<file path="src/rtl/pipe_pkg.sv">
// Shared types for the pipeline hazard sequencer and the pipeline registers.
// The stall/flush bundle field order is common to every pipeline register.
package pipe_pkg;

  localparam int ADDR_W = 4;
  localparam logic [ADDR_W-1:0] REG_ZERO = '0;

  typedef enum logic [1:0] {
    RUN      = 2'd0,
    MEM_WAIT = 2'd1,
    HALTED   = 2'd2
  } hazState_t;

  typedef struct packed {
    logic stallPC;
    logic stallIF;
    logic stallID;
    logic stallEX;
    logic flushIF;
    logic flushID;
    logic flushEX;
    logic flushMEM;
  } pipeCtrl_t;

endpackage

</file>
<file path="src/rtl/hazard_detect.sv">
// Combinational load-use detector: a load in EX whose destination is read
// by the instruction in ID. Register 0 never creates a dependency.
module hazard_detect
  import pipe_pkg::*;
#(
  parameter int ADDR_W = 4
) (
  input  logic [ADDR_W-1:0] srcA,
  input  logic              srcAUse,
  input  logic [ADDR_W-1:0] srcB,
  input  logic              srcBUse,
  input  logic [ADDR_W-1:0] dstAddr,
  input  logic              we,
  input  logic              memRe,
  output logic              loadUse
);

  logic [ADDR_W-1:0] srcAddr [2];
  logic [1:0]        srcUse;
  logic [1:0]        srcMatch;

  assign srcAddr[0] = srcA;
  assign srcAddr[1] = srcB;
  assign srcUse     = {srcBUse, srcAUse};

  for (genvar gi = 0; gi < 2; gi++) begin : g_src
    assign srcMatch[gi] = srcUse[gi] && (srcAddr[gi] == dstAddr);
  end

  assign loadUse = memRe && we && (dstAddr != ADDR_W'(REG_ZERO)) && (|srcMatch);

endmodule

</file>
<file path="src/rtl/pipe_hazard_ctrl.sv">
// Stall/flush sequencer for the 5-stage pipeline: memory wait, branch squash,
// load-use bubble and halt drain. Priority: halted > memory wait > branch > load-use.
module pipe_hazard_ctrl
  import pipe_pkg::*;
#(
  parameter int MEM_LAT = 2,
  parameter int ADDR_W  = 4,
  parameter int CNT_W   = 4
) (
  input  logic              clk,
  input  logic              rst,
  input  logic [ADDR_W-1:0] srcA_ID,
  input  logic              srcA_useID,
  input  logic [ADDR_W-1:0] srcB_ID,
  input  logic              srcB_useID,
  input  logic [ADDR_W-1:0] dst_addrEX,
  input  logic              weEX,
  input  logic              mem_reEX,
  input  logic              branch_takenEX,
  input  logic              mem_reqMEM,
  input  logic              hltID,
  input  logic              hltWB,
  output logic              stallPC,
  output logic              stallIF,
  output logic              stallID,
  output logic              stallEX,
  output logic              flushIF,
  output logic              flushID,
  output logic              flushMEM,
  output logic              flushEX,
  output logic              halted
);

  localparam bit MEM_STALLS = (MEM_LAT != 0);
  localparam logic [CNT_W-1:0] LAT_M1 = CNT_W'((MEM_LAT > 0) ? MEM_LAT - 1 : 0);

  hazState_t        stateReg, stateNext;
  logic [CNT_W-1:0] cntReg, cntNext;
  logic             haltPendReg, haltPendNext;
  logic             haltedReg;
  logic             loadUse;
  logic             memHold;
  pipeCtrl_t        ctrl;

  hazard_detect #(.ADDR_W(ADDR_W)) uDetect (
    .srcA    (srcA_ID),
    .srcAUse (srcA_useID),
    .srcB    (srcB_ID),
    .srcBUse (srcB_useID),
    .dstAddr (dst_addrEX),
    .we      (weEX),
    .memRe   (mem_reEX),
    .loadUse (loadUse)
  );

  always_ff @(posedge clk or posedge rst) begin
    if (rst) begin
      stateReg    <= RUN;
      cntReg      <= '0;
      haltPendReg <= 1'b0;
      haltedReg   <= 1'b0;
    end else begin
      stateReg    <= stateNext;
      cntReg      <= cntNext;
      haltPendReg <= haltPendNext;
      haltedReg   <= (stateNext == HALTED);
    end
  end

  always_comb begin
    stateNext    = stateReg;
    cntNext      = cntReg;
    haltPendNext = haltPendReg;
    ctrl         = '0;
    memHold      = (stateReg == RUN && mem_reqMEM && MEM_STALLS) ||
                   (stateReg == MEM_WAIT && cntReg != '0);

    // The exit cycle of MEM_WAIT never samples a new request.
    case (stateReg)
      RUN: begin
        if (hltWB) begin
          stateNext = HALTED;
        end else if (mem_reqMEM && MEM_STALLS) begin
          stateNext = MEM_WAIT;
          cntNext   = LAT_M1;
        end
      end
      MEM_WAIT: begin
        if (cntReg != '0) cntNext = cntReg - CNT_W'(1);
        else              stateNext = RUN;
      end
      HALTED:  stateNext = HALTED;
      default: stateNext = RUN;
    endcase

    if (stateReg == HALTED) begin
      ctrl.stallPC = 1'b1;
      ctrl.stallIF = 1'b1;
      ctrl.stallID = 1'b1;
      ctrl.stallEX = 1'b1;
    end else if (memHold) begin
      ctrl.stallPC  = 1'b1;
      ctrl.stallIF  = 1'b1;
      ctrl.stallID  = 1'b1;
      ctrl.stallEX  = 1'b1;
      ctrl.flushMEM = 1'b1;
    end else begin
      if (branch_takenEX) begin
        ctrl.flushIF = 1'b1;
        ctrl.flushID = 1'b1;
      end else if (loadUse) begin
        ctrl.stallPC = 1'b1;
        ctrl.stallIF = 1'b1;
        ctrl.stallID = 1'b1;
        ctrl.flushID = 1'b1;
      end
      // A pending halt stops fetch until the halt reaches WB.
      if (haltPendReg) begin
        ctrl.stallPC = 1'b1;
        ctrl.flushIF = 1'b1;
      end
      if (hltID && !branch_takenEX && !haltPendReg) haltPendNext = 1'b1;
    end

    if (rst) ctrl = '0;
  end

  assign stallPC  = ctrl.stallPC;
  assign stallIF  = ctrl.stallIF;
  assign stallID  = ctrl.stallID;
  assign stallEX  = ctrl.stallEX;
  assign flushIF  = ctrl.flushIF;
  assign flushID  = ctrl.flushID;
  assign flushEX  = ctrl.flushEX;
  assign flushMEM = ctrl.flushMEM;
  assign halted   = haltedReg;

endmodule

</file>
<file path="config.mk">
export PLATFORM = sky130hd
export DESIGN_NAME = pipe_hazard_ctrl
export DESIGN_NICKNAME = d
export VERILOG_FILES = /design/src/rtl/pipe_pkg.sv /design/src/rtl/hazard_detect.sv /design/src/rtl/pipe_hazard_ctrl.sv
export SDC_FILE = /design/constraint.sdc
export NUM_CORES = 1
export LEC_CHECK = 0
export CORE_UTILIZATION = 36
export DETAILED_ROUTE_END_ITERATION = 10
export GPL_TIMING_DRIVEN = 0
export PLACE_DENSITY = 0.79
export RECOVER_POWER = 25
export SETUP_SLACK_MARGIN = 0.1
export SLEW_MARGIN = 10
export SYNTH_ARGS = -nofsm -noshare
export SYNTH_HDL_FRONTEND = slang
export SYNTH_SLANG_ARGS = --single-unit
</file>
<file path="constraint.sdc">
create_clock -name clk -period 2.25 [get_ports clk]
set_input_delay 0.3375 -clock clk [delete_from_list [all_inputs] [get_ports clk]]
set_output_delay 0.3375 -clock clk [all_outputs]
set_load 0.005 [all_outputs]
</file>
==> out/results.md, run 1 <==
Critical path
• **crit-path max cell delay** 390 ps
• **launch point of the critical path** cntReg[0]
• **worst path cell trace** inv_2 > ha_4 > or3b_4 > nand2_4 > o21ai_4 > and2_4 > o21bai_4 > buf_6 > buf_6
• **capturing point of the worst reg2reg path** cntReg[3]
• **library cell contributing the largest single delay on the critical path** dfrtp_1
• **Worst Setup Start Kind** flop
• **Required @ worst endpoint** 1910 ps
• **maximum net fanout on the critical path** 3
• **cells on worst reg2reg path** 8
• **number of logic stages on the critical path including buffering** 9
• **combined buffer and inverter count along the critical path** 3
• **type of element capturing the critical path** output pin
• **most numerous cell on the critical path** buf_6
• **RR Startpoint** cntReg[0]
• **Worst Path Class, Setup** flop to output pin
• **critical path arrival** 1940 ps
• **family with the most delay on the worst path** simple AND/OR/NAND/NOR gates
• **slack of the worst reg-to-reg path** 520 ps

Cells and area
• **net count reported at finish** 132
• **commonest cells after routing, fill and taps aside** 16 x clkdlybuf4s50_1, 11 x nor2_1, 8 x dfrtp_1, 7 x nand2_1, 7 x xor2_1
• **ant diodes** 0
• **relative area change from synthesis to final layout** 85.6%
• **layout cell share with drive strength beyond 1** 28.3%
• **number of standard cells in the layout, taps in and fillers out** 121
• **number of filler instances in the final layout** 103
• **most frequent standard cell in the layout excluding fill and tap cells** clkdlybuf4s50_1

Drt
• **final routed wirelength across all metal layers** 1.48 mm
• **post-detailed-route via-to-cell ratio** 4.69
• **Vias** 568
• **Pre-antenna DRT Iters** 3
• **remaining design rule violation count** 0
• **Routed Antenna Nets** 0
• **wire per inst** 12.2 um
• **Iter 0 DRT Violations** 6

Power and ir drop
• **NetSw** 0.176 mW
• **relative contribution of sequential cells to total power** 38.4%
• **Pleak** 0.469 nW
• **combinational group share of total power** 41.2%
• **maximum ir drop on the vdd rail** 0.000432 V
• **Int Pwr** 0.376 mW
• **Clock power frac** 20.3%
• **switching power share of the total** 31.9%
• **power per cell area** 544 nW/um2

Clocking
• **TritonCTS clock tree** done
• **number of buffers between clock root and the deepest sink** 2
• **clock latency on the worst-skew pair** 260 ps
• **Clock transition at path regs** 60 ps
• **cell chosen for the clock root** clkbuf_4
• **CTS buffer count** 3
• **count of clock tree sinks** 8
• **number of H-tree branching levels** 1

Yosys
• **library cell occupying the most area in the post-synthesis netlist** dfrtp_1
• **proportion of netlist area held by the largest area contributor** 36.6%
• **largest family of logic cells by synthesized area** simple AND/OR/NAND/NOR gates
• **post-synthesis area per instance** 8.16 um2
• **number of synthesized register bits** 8
• **biggest area contributors in the synthesized netlist** dfrtp_1 37%, xor2_1 13%, nor2_1 7.6%, nand2_1 5.5%, ha_1 4.6%
• **gate count of the mapped netlist** 67
• **number of nets produced by synthesis** 91
• **unique cell type count in the Yosys netlist** 21
• **area share of fa/ha/maj cells after synthesis** 4.58%
• **multiplexer share of the synthesized area** 0%
• **cell area after synthesis** 547 um2
• **Synth warnings** 0
• **area share of and/or/nand/nor cells after synthesis** 25.2%
• **xor/xnor cell area share of the yosys netlist** 16.0%
• **Compound-Gate Fraction of Synth Area** 11.4%
• **sequential fraction of the synthesis area** 36.6%

GRT
• **overall routing resource usage** 19.0%
• **wire length of the first global-routing pass** 1.98 mm
• **number of global-route vias before repair** 465
• **initial antenna violation count** 0
• **pin count of the biggest net entering global routing** 12
• **total congestion overflow** 0

Floorplanning
• **number of placed I/O pins** 31
• **Core Region** 1350 um2
• **die height** 41.0 um
• **die outline area** 1680 um2
• **horizontal die dimension** 41.0 um
• **number of rows in the core area** 13
• **initial core utilization** 40.5%

Timing
• **RSZ-0062 raised after global routing** true
• **worst-case clock skew** 7.72 ps
• **number of max-slew violations in the final report** 0
• **worst hold margin** 448 ps
• **ratio of final minimum period to clock period** 101%
• **final setup violation count** 1
• **post-layout minimum cycle time** 2280 ps
• **Post-Route Setup TNS** -31.5 ps
• **post-route setup slack** -31.5 ps
• **Hold Violations, Final** 0
• **Max Clock Freq** 438 MHz

Hold path
• **Hold/Removal Path Class** primary input to async pin

Placed design
• **number of placed cells counting well taps** 111
• **worst-case setup slack after placement** -390 ps
• **detailed placer's ending HPWL** 1.03 mm
• **weighted congestion at the end of routability-driven global placement** 0.670
• **Buffers on Ports** 29

Run
• **Max Cap Viol** 0

Run status
• **outcome** complete, but fails checks
• **failing checks** setup timing

-- registers in the layout, indices dropped and copies added (netlist names) --
register / count
stateReg: 2
halted: 1
cntReg: 4
haltPendReg: 1
-- power groups by stage --
stage | Combinational, mW | Sequential [mW] | Clock [mW]
floorplan | 0.0876 | 0.207 | 0
global placement | 0.150 | 0.212 | 0
detailed placement | 0.153 | 0.213 | 0
CTS | 0.204 | 0.210 | 0.114
global route | 0.247 | 0.217 | 0.127
finish | 0.228 | 0.212 | 0.112
-- per-stage QoR --
stage,utilization (%),instance area [um2],power (mW)
after floorplan,-,547,0.294
after global placement,63.4,856,0.362
after detailed placement,63.4,856,0.366
after CTS,69.1,933,0.528
after global routing,75.2,1010,0.590
final,75.2,1010,0.552
-- routing by layer --
metal,GRT usage [%],vias to the layer above,part of all wire (%),wire [um]
li1,-,301,-,-
met1,22.4,253,45,668
met2,30.1,12,50,737
met3,9.24,2,4.3,63
met4,5.83,0,0.54,8
met5,0,-,0,0
-- cells in the mapped netlist, drive strengths merged --
cell type  instances
or4                1
dfrtp              8
xnor2              2
buf                2
a211oi             1
or3b               1
conb               1
xor2               8
and2               2
nor2              11
nand2              8
and2b              1
o21bai             2
nor3               1
o21ai              6
inv                4
ha                 2
nor4               3
or3                1
a21oi              2
-- worst max path at each step --
stage,endpoint,slack [ps]
after floorplan,stallIF,250
after global placement,stallIF,-360
after detailed placement,flushID,-390
after CTS,stallIF,-170
after global routing,stallIF,-100
final,stallIF,-30
-- cell families (layout without fill, tap and decap cells) --
group | Yosys count | in the layout
other | 1 | 1
buffers and inverters | 6 | 45
AO/OA/AOI/OAI | 11 | 11
flip-flops | 8 | 8
adder cells (fa/ha/maj) | 2 | 2
AND/OR/NAND/NOR | 29 | 29
XOR/XNOR | 10 | 10
-- timing repair --
item / in CTS / in global routing
pin swaps: 5 / 8
buffers inserted: 5 / 2
hold buffers: 0 / 0
resized for setup: 24 / 26
endpoints found under the setup margin: 7 / 7
-- cell type report --
class / count / area (um2) / share of cell area, %
well taps: 15 / 18.8 / 1.85
multi-input cells: 53 / 393 / 38.7
inverters: 4 / 15.0 / 1.48
clock buffers: 3 / 22.5 / 2.22
repair buffers: 36 / 347 / 34.2
flip-flops and latches: 8 / 200 / 19.7
plain buffers: 2 / 18.8 / 1.85
(Power assumes the default switching activity.)
==> run 2, diff against run 1 <==
clock period = 2.2 ns   (was 2.25 ns; I/O delays follow)
==> run 2 against run 1 <==
Net effect:
- the run still ends with setup timing left
- total power up 43%
- sequential share of layout area down 1.7 points
- critical path type unchanged
- critical path depth unchanged
- worst setup slack worse by 33 ps
- largest cell class is now buffers
- final area up 9.6%
- sequential power up 4%
- largest power group unchanged
- die area unchanged
- global-route usage up 4.1 points
- hold slack better by 15 ps
- clock power about the same
==> out/results.md, run 2 (synthesis gave the netlist of run 1 again) <==
Hold path
• **Hold/Removal Path Class** primary input to async pin

Floorplanning
• **number of placed I/O pins** 31, unchanged
• **die height** 41.0 um, unchanged
• **number of rows in the core area** 13, unchanged
• **horizontal die dimension** 41.0 um, unchanged
• **initial core utilization** 40.5%, unchanged
• **Core Region** 1350 um2, unchanged
• **die outline area** 1680 um2, unchanged

Cells and area
• **max FFs per register** 4, unchanged
• **relative area change from synthesis to final layout** 103%
• **layout cell share with drive strength beyond 1** 37.6%, +9.3 points
• **ant diodes** 0, unchanged
• **final instance area** 1110 um2, +9.6%
• **Most flops, register** cntReg
• **commonest cells after routing, fill and taps aside** 17 x clkdlybuf4s50_1, 12 x buf_4, 11 x nor2_1, 9 x buf_6
• **registers with the most flip-flops** cntReg (4), stateReg (2)
• **net count reported at finish** 143, +8.3%
• **most frequent standard cell in the layout excluding fill and tap cells** clkdlybuf4s50_1

Timing
• **Post-Route Setup TNS** -64.8 ps, -33.3 ps
• **post-route setup slack** -64.4 ps, -32.8 ps
• **final setup violation count** 2, +1
• **worst hold margin** 464 ps, +15.1 ps
• **number of max-slew violations in the final report** 0, unchanged
• **post-layout minimum cycle time** 2260 ps
• **Max Clock Freq** 442 MHz
• **worst-case clock skew** 7.63 ps, -0.0925 ps
• **Hold Violations, Final** 0, unchanged
• **ratio of final minimum period to clock period** 103%
• **RSZ-0062 raised after global routing** true

Clocking
• **cell chosen for the clock root** clkbuf_4
• **CTS buffer count** 3, unchanged
• **TritonCTS clock tree** done
• **number of buffers between clock root and the deepest sink** 2, unchanged
• **count of clock tree sinks** 8, unchanged
• **number of H-tree branching levels** 1, unchanged
• **Clock transition at path regs** 60 ps, about the same
• **CTS hold repair buffers** 0, unchanged
• **clock latency on the worst-skew pair** 260 ps, about the same

Critical path
• **RR Startpoint** cntReg[0]
• **launch point of the critical path** cntReg[1]
• **slack of the worst reg-to-reg path** 0 ps, -520 ps
• **most numerous cell on the critical path** buf_6
• **combined buffer and inverter count along the critical path** 3, unchanged
• **Worst Setup Start Kind** flop
• **worst path cell trace** inv_2 > ha_4 > or3b_4 > nand2_4 > o21ai_4 > and2_4 > o21bai_4 > buf_6 > buf_6
• **type of element capturing the critical path** output pin
• **capturing point of the worst reg2reg path** cntReg[2]
• **Worst Path Class, Setup** flop to output pin
• **Required @ worst endpoint** 1870 ps, -40 ps
• **critical path arrival** 1930 ps, about the same
• **cells on worst reg2reg path** 16, +8
• **crit-path max cell delay** 400 ps, about the same
• **maximum net fanout on the critical path** 2, -1
• **library cell contributing the largest single delay on the critical path** dfrtp_1
• **family with the most delay on the worst path** simple AND/OR/NAND/NOR gates

Power and ir drop
• **Pleak** 0.518 nW, +11%
• **maximum ir drop on the vdd rail** 0.000549 V, +27%
• **power per cell area** 711 nW/um2, +31%

Drt
• **remaining design rule violation count** 0, unchanged
• **Iter 0 DRT Violations** 7, +1
• **Pre-antenna DRT Iters** 4, +1
• **post-detailed-route via-to-cell ratio** 4.72, +0.54%
• **Routed Antenna Nets** 0, unchanged
• **final routed wirelength across all metal layers** 1.74 mm, +18%
• **Vias** 623, +9.7%
• **wire per inst** 13.2 um, +7.9%

GRT
• **total congestion overflow** 0, unchanged
• **wire length of the first global-routing pass** 2.42 mm, +22%
• **number of global-route vias before repair** 547, +18%
• **overall routing resource usage** 23.1%, +4.1 points
• **initial antenna violation count** 0, unchanged
• **pin count of the biggest net entering global routing** 12, unchanged

Placed design
• **Placed Instance Area** 856 um2, unchanged
• **Buffers on Ports** 29, unchanged
• **detailed placer's ending HPWL** 1.03 mm, unchanged
• **weighted congestion at the end of routability-driven global placement** 0.670, unchanged
• **worst-case setup slack after placement** -425 ps, -35.0 ps

Run status
• **outcome** complete, but fails checks
• **failing checks** setup timing

Run
• **Max Cap Viol** 0, unchanged

[run 2: cell types whose count changed in the layout (fill, tap and decap cells not counted), sizes merged]
| cell | delta |
|---|---|
| buf | +11 |
| clkbuf | +1 |
| clkdlybuf4s15 | -1 |
| clkdlybuf4s50 | +1 |
| dlymetal6s2s | -1 |
[run 2: power by group]
group / leakage [nW] / switching [mW] / internal (mW)
clock: 0.0138 / 0.0490 / 0.0624
sequential: 0.0908 / 0.0333 / 0.188
combinational: 0.413 / 0.161 / 0.297
total: 0.518 / 0.243 / 0.547
[run 2: how the worst max path moves through the flow]
stage / to / slack [ps] / cells after the start
finish: stallIF / -60 / 9
global placement: stallIF / -390 / 7
detailed placement: flushID / -420 / 6
floorplan: stallIF / 210 / 8
global route: stallIF / -120 / 9
CTS: stallIF / -50 / 9
[run 2: final cells by class]
cell class / instances / area (um2)
timing repair buffer: 47 / 432
multi-input combinational: 53 / 405
fill: 92 / 238
sequential: 8 / 200
clock buffer: 3 / 22.5
buffer: 2 / 18.8
tap: 15 / 18.8
inverter: 4 / 15.0
[run 2: stage by stage]
stage                     total power, mW  cells  utilization [%]
after floorplan                     0.301     67                -
after global placement              0.370    111             63.4
after detailed placement            0.375    111             63.4
after CTS                           0.726    131             78.9
after global routing                0.842    132             82.4
final                               0.791    132             82.4
[run 2: per-layer routing]
layer | track usage (%) | routed length (um)
met5 | 0 | 0
met1 | 27.2 | 757
met2 | 41.0 | 906
met4 | 5.00 | 7
met3 | 6.52 | 66
[run 2: repair_timing]
item / in CTS / in global routing
hold endpoints to repair: 0 / 0
resized for setup: 48 / 13
endpoints found under the setup margin: 7 / 9
gates cloned: 0 / 0
setup buffers: 18 / 2
pin swaps: 8 / 12
==> run 3, diff against run 2 <==
CELL_PAD_IN_SITES_DETAIL_PLACEMENT = 1   (was default)
CELL_PAD_IN_SITES_GLOBAL_PLACEMENT = 1   (was default)
CORE_UTILIZATION = 25   (was 36)
PLACE_DENSITY = default   (was 0.79)
PLACE_DENSITY_LB_ADDON = 0.1   (was default)
==> run 3 against run 2 <==
Net effect:
- the run still ends with setup timing left
- global-route usage down 6.0 points
- register-to-register slack better by 460 ps
- worst setup slack better by 11 ps
- critical path depth unchanged
- first-iteration DRC count down 100%
- non-clock buffer count down 7
- final area down 8.3%
- clock power up 9%
- sequential share of layout area up 1.6 points
- critical endpoint unchanged
- largest power group unchanged
==> out/results.md, run 3 (synthesis gave the netlist of run 1 again) <==
Power and ir drop
• **maximum ir drop on the vdd rail** 0.000346 V, -37%
• **combinational group share of total power** 40.7%, -17 points
• **power per cell area** 564 nW/um2, -21%
• **NetSw** 0.188 mW, -23%
• **Pleak** 0.454 nW, -12%
• **Clock power frac** 21.1%, +7.0 points
• **relative contribution of sequential cells to total power** 38.1%, +10 points
• **switching power share of the total** 32.7%, +1.9 points
• **Int Pwr** 0.387 mW, -29%

Critical path
• **critical path arrival** 1920 ps, about the same
• **maximum net fanout on the critical path** 5, +3
• **slack of the worst reg-to-reg path** 460 ps, +460 ps
• **RR Startpoint** cntReg[0]
• **Required @ worst endpoint** 1870 ps, about the same
• **type of element capturing the critical path** output pin
• **cells on worst reg2reg path** 8, -8
• **Worst Setup Start Kind** flop
• **Worst Path Class, Setup** flop to output pin
• **capturing point of the worst reg2reg path** cntReg[3]

Cells and area
• **commonest cells after routing, fill and taps aside** 13 x clkdlybuf4s50_1, 11 x nor2_1, 10 x buf_4, 10 x dlygate4sd2_1
• **Most flops, register** cntReg
• **number of standard cells in the layout, taps in and fillers out** 137, +3.8%
• **ant diodes** 0, unchanged
• **layout cell share with drive strength beyond 1** 29.1%, -8.5 points
• **relative area change from synthesis to final layout** 86.5%
• **most frequent standard cell in the layout excluding fill and tap cells** clkdlybuf4s50_1
• **max FFs per register** 4, unchanged
• **number of filler instances in the final layout** 246, +170%
• **final instance area** 1020 um2, -8.3%
• **net count reported at finish** 136, -4.9%
• **registers with the most flip-flops** cntReg (4), stateReg (2)

Timing
• **Max Clock Freq** 444 MHz, +0.50%
• **post-layout minimum cycle time** 2250 ps, -11.2 ps
• **ratio of final minimum period to clock period** 102%, -0.51 points
• **RSZ-0062 raised after global routing** true
• **worst-case clock skew** 9.06 ps, +1.43 ps
• **Post-Route Setup TNS** -59.8 ps, +5.06 ps
• **post-route setup slack** -53.1 ps, +11.2 ps
• **worst hold margin** 522 ps, +58.0 ps
• **number of max-slew violations in the final report** 0, unchanged
• **final setup violation count** 2, unchanged
• **Hold Violations, Final** 0, unchanged

Clocking
• **number of buffers between clock root and the deepest sink** 2, unchanged
• **count of clock tree sinks** 8, unchanged
• **Clock transition at path regs** 60 ps, about the same
• **clock latency on the worst-skew pair** 270 ps, about the same
• **TritonCTS clock tree** done
• **cell chosen for the clock root** clkbuf_4
• **CTS hold repair buffers** 0, unchanged
• **CTS buffer count** 3, unchanged
• **number of H-tree branching levels** 1, unchanged

Drt
• **Vias** 628, +0.80%
• **remaining design rule violation count** 0, unchanged
• **post-detailed-route via-to-cell ratio** 4.58, -2.9%
• **Pre-antenna DRT Iters** 1, -3
• **final routed wirelength across all metal layers** 1.78 mm, +2.5%
• **wire per inst** 13.0 um, -1.2%
• **Iter 0 DRT Violations** 0, -7
• **Routed Antenna Nets** 0, unchanged

Placed design
• **Placed Instance Area** 871 um2, +1.8%
• **Buffers on Ports** 29, unchanged
• **number of placed cells counting well taps** 123, +11%
• **weighted congestion at the end of routability-driven global placement** 0.817, +22%
• **detailed placer's ending HPWL** 1.19 mm, +15%

GRT
• **pin count of the biggest net entering global routing** 12, unchanged
• **total congestion overflow** 0, unchanged
• **wire length of the first global-routing pass** 2.97 mm, +23%
• **overall routing resource usage** 17.1%, -6.0 points
• **initial antenna violation count** 0, unchanged
• **number of global-route vias before repair** 673, +23%

Floorplanning
• **number of placed I/O pins** 31, unchanged
• **number of rows in the core area** 16, +3
• **Core Region** 2000 um2, +48%
• **horizontal die dimension** 48.8 um, +19%
• **initial core utilization** 27.3%, -13 points
• **die height** 48.8 um, +19%
• **die outline area** 2380 um2, +42%

Run status
• **outcome** complete, but fails checks
• **failing checks** setup timing

Hold path
• **Hold/Removal Path Class** primary input to async pin

Run
• **Max Cap Viol** 0, unchanged

==> run 3: cell types whose count changed in the layout (fill, tap and decap cells not counted), sizes merged <==
cell / previous run / this run
buf: 25 / 17
dlygate4sd2: 3 / 10
clkdlybuf4s50: 17 / 13
dlymetal6s2s: 3 / 0
dlygate4sd3: 0 / 1
==> run 3: cell type report <==
cell class                 instances  area, um2  share of cell area, %
buffer                             2       18.8                   1.84
clock buffer                       3       22.5                   2.21
inverter                           4       15.0                   1.47
multi-input combinational         53        380                   37.3
sequential                         8        200                   19.6
tap                               27       33.8                   3.31
timing repair buffer              40        349                   34.2
==> run 3: how the worst max path moves through the flow <==
stage | start | to | slack [ps] | depth (start not counted)
floorplan | cntReg[0] | stallIF | 210 | 8
global placement | dst_addrEX[1] | stallIF | -440 | 7
detailed placement | dst_addrEX[0] | stallIF | -490 | 7
CTS | cntReg[0] | stallIF | -60 | 9
global route | cntReg[1] | stallIF | -150 | 9
finish | cntReg[1] | stallIF | -50 | 9
==> run 3: worst max-delay path, stage by stage, from the launching register on <==
cell	delay [ps]
dfrtp_1	390
inv_2	60
ha_1	120
or3b_4	380
nand2_4	80
o21ai_4	70
and2_4	170
o21bai_4	170
buf_6	110
buf_6	100
==> run 3: stage by stage <==
| stage | setup WS, ps | power, mW | utilization, % |
|---|---|---|---|
| global route | -152 | 0.615 | 50.9 |
| global placement | -439 | 0.373 | 43.5 |
| finish | -53.1 | 0.575 | 50.9 |
| detailed placement | -494 | 0.375 | 43.5 |
| CTS | -63.6 | 0.551 | 49.9 |
| floorplan | 212 | 0.301 | - |
==> run 3: per-layer routing <==
metal | share of wire (%) | global-route usage [%] | routed length, um | up-vias
met3 | 5.0 | 6.60 | 89 | 6
met1 | 37 | 18.0 | 651 | 296
li1 | - | - | - | 305
met2 | 56 | 30.8 | 998 | 21
met5 | 0 | 0 | 0 | -
met4 | 2.4 | 5.88 | 42 | 0
==> run 3: power by group through the flow <==
stage,logic (mW),registers (mW),clock network (mW)
6_report,0.234,0.219,0.121
5_1_grt,0.256,0.226,0.133
4_1_cts,0.207,0.218,0.126
3_5_place_dp,0.154,0.220,0
3_3_place_gp,0.152,0.221,0
2_1_floorplan,0.0896,0.211,0
==> run 3: repair_timing <==
item / in CTS / in global routing
gates resized for setup: 45 / 4
pin swaps: 8 / 2
endpoints found under the setup margin: 7 / 7
cloned: 0 / 0
setup buffers: 9 / 2
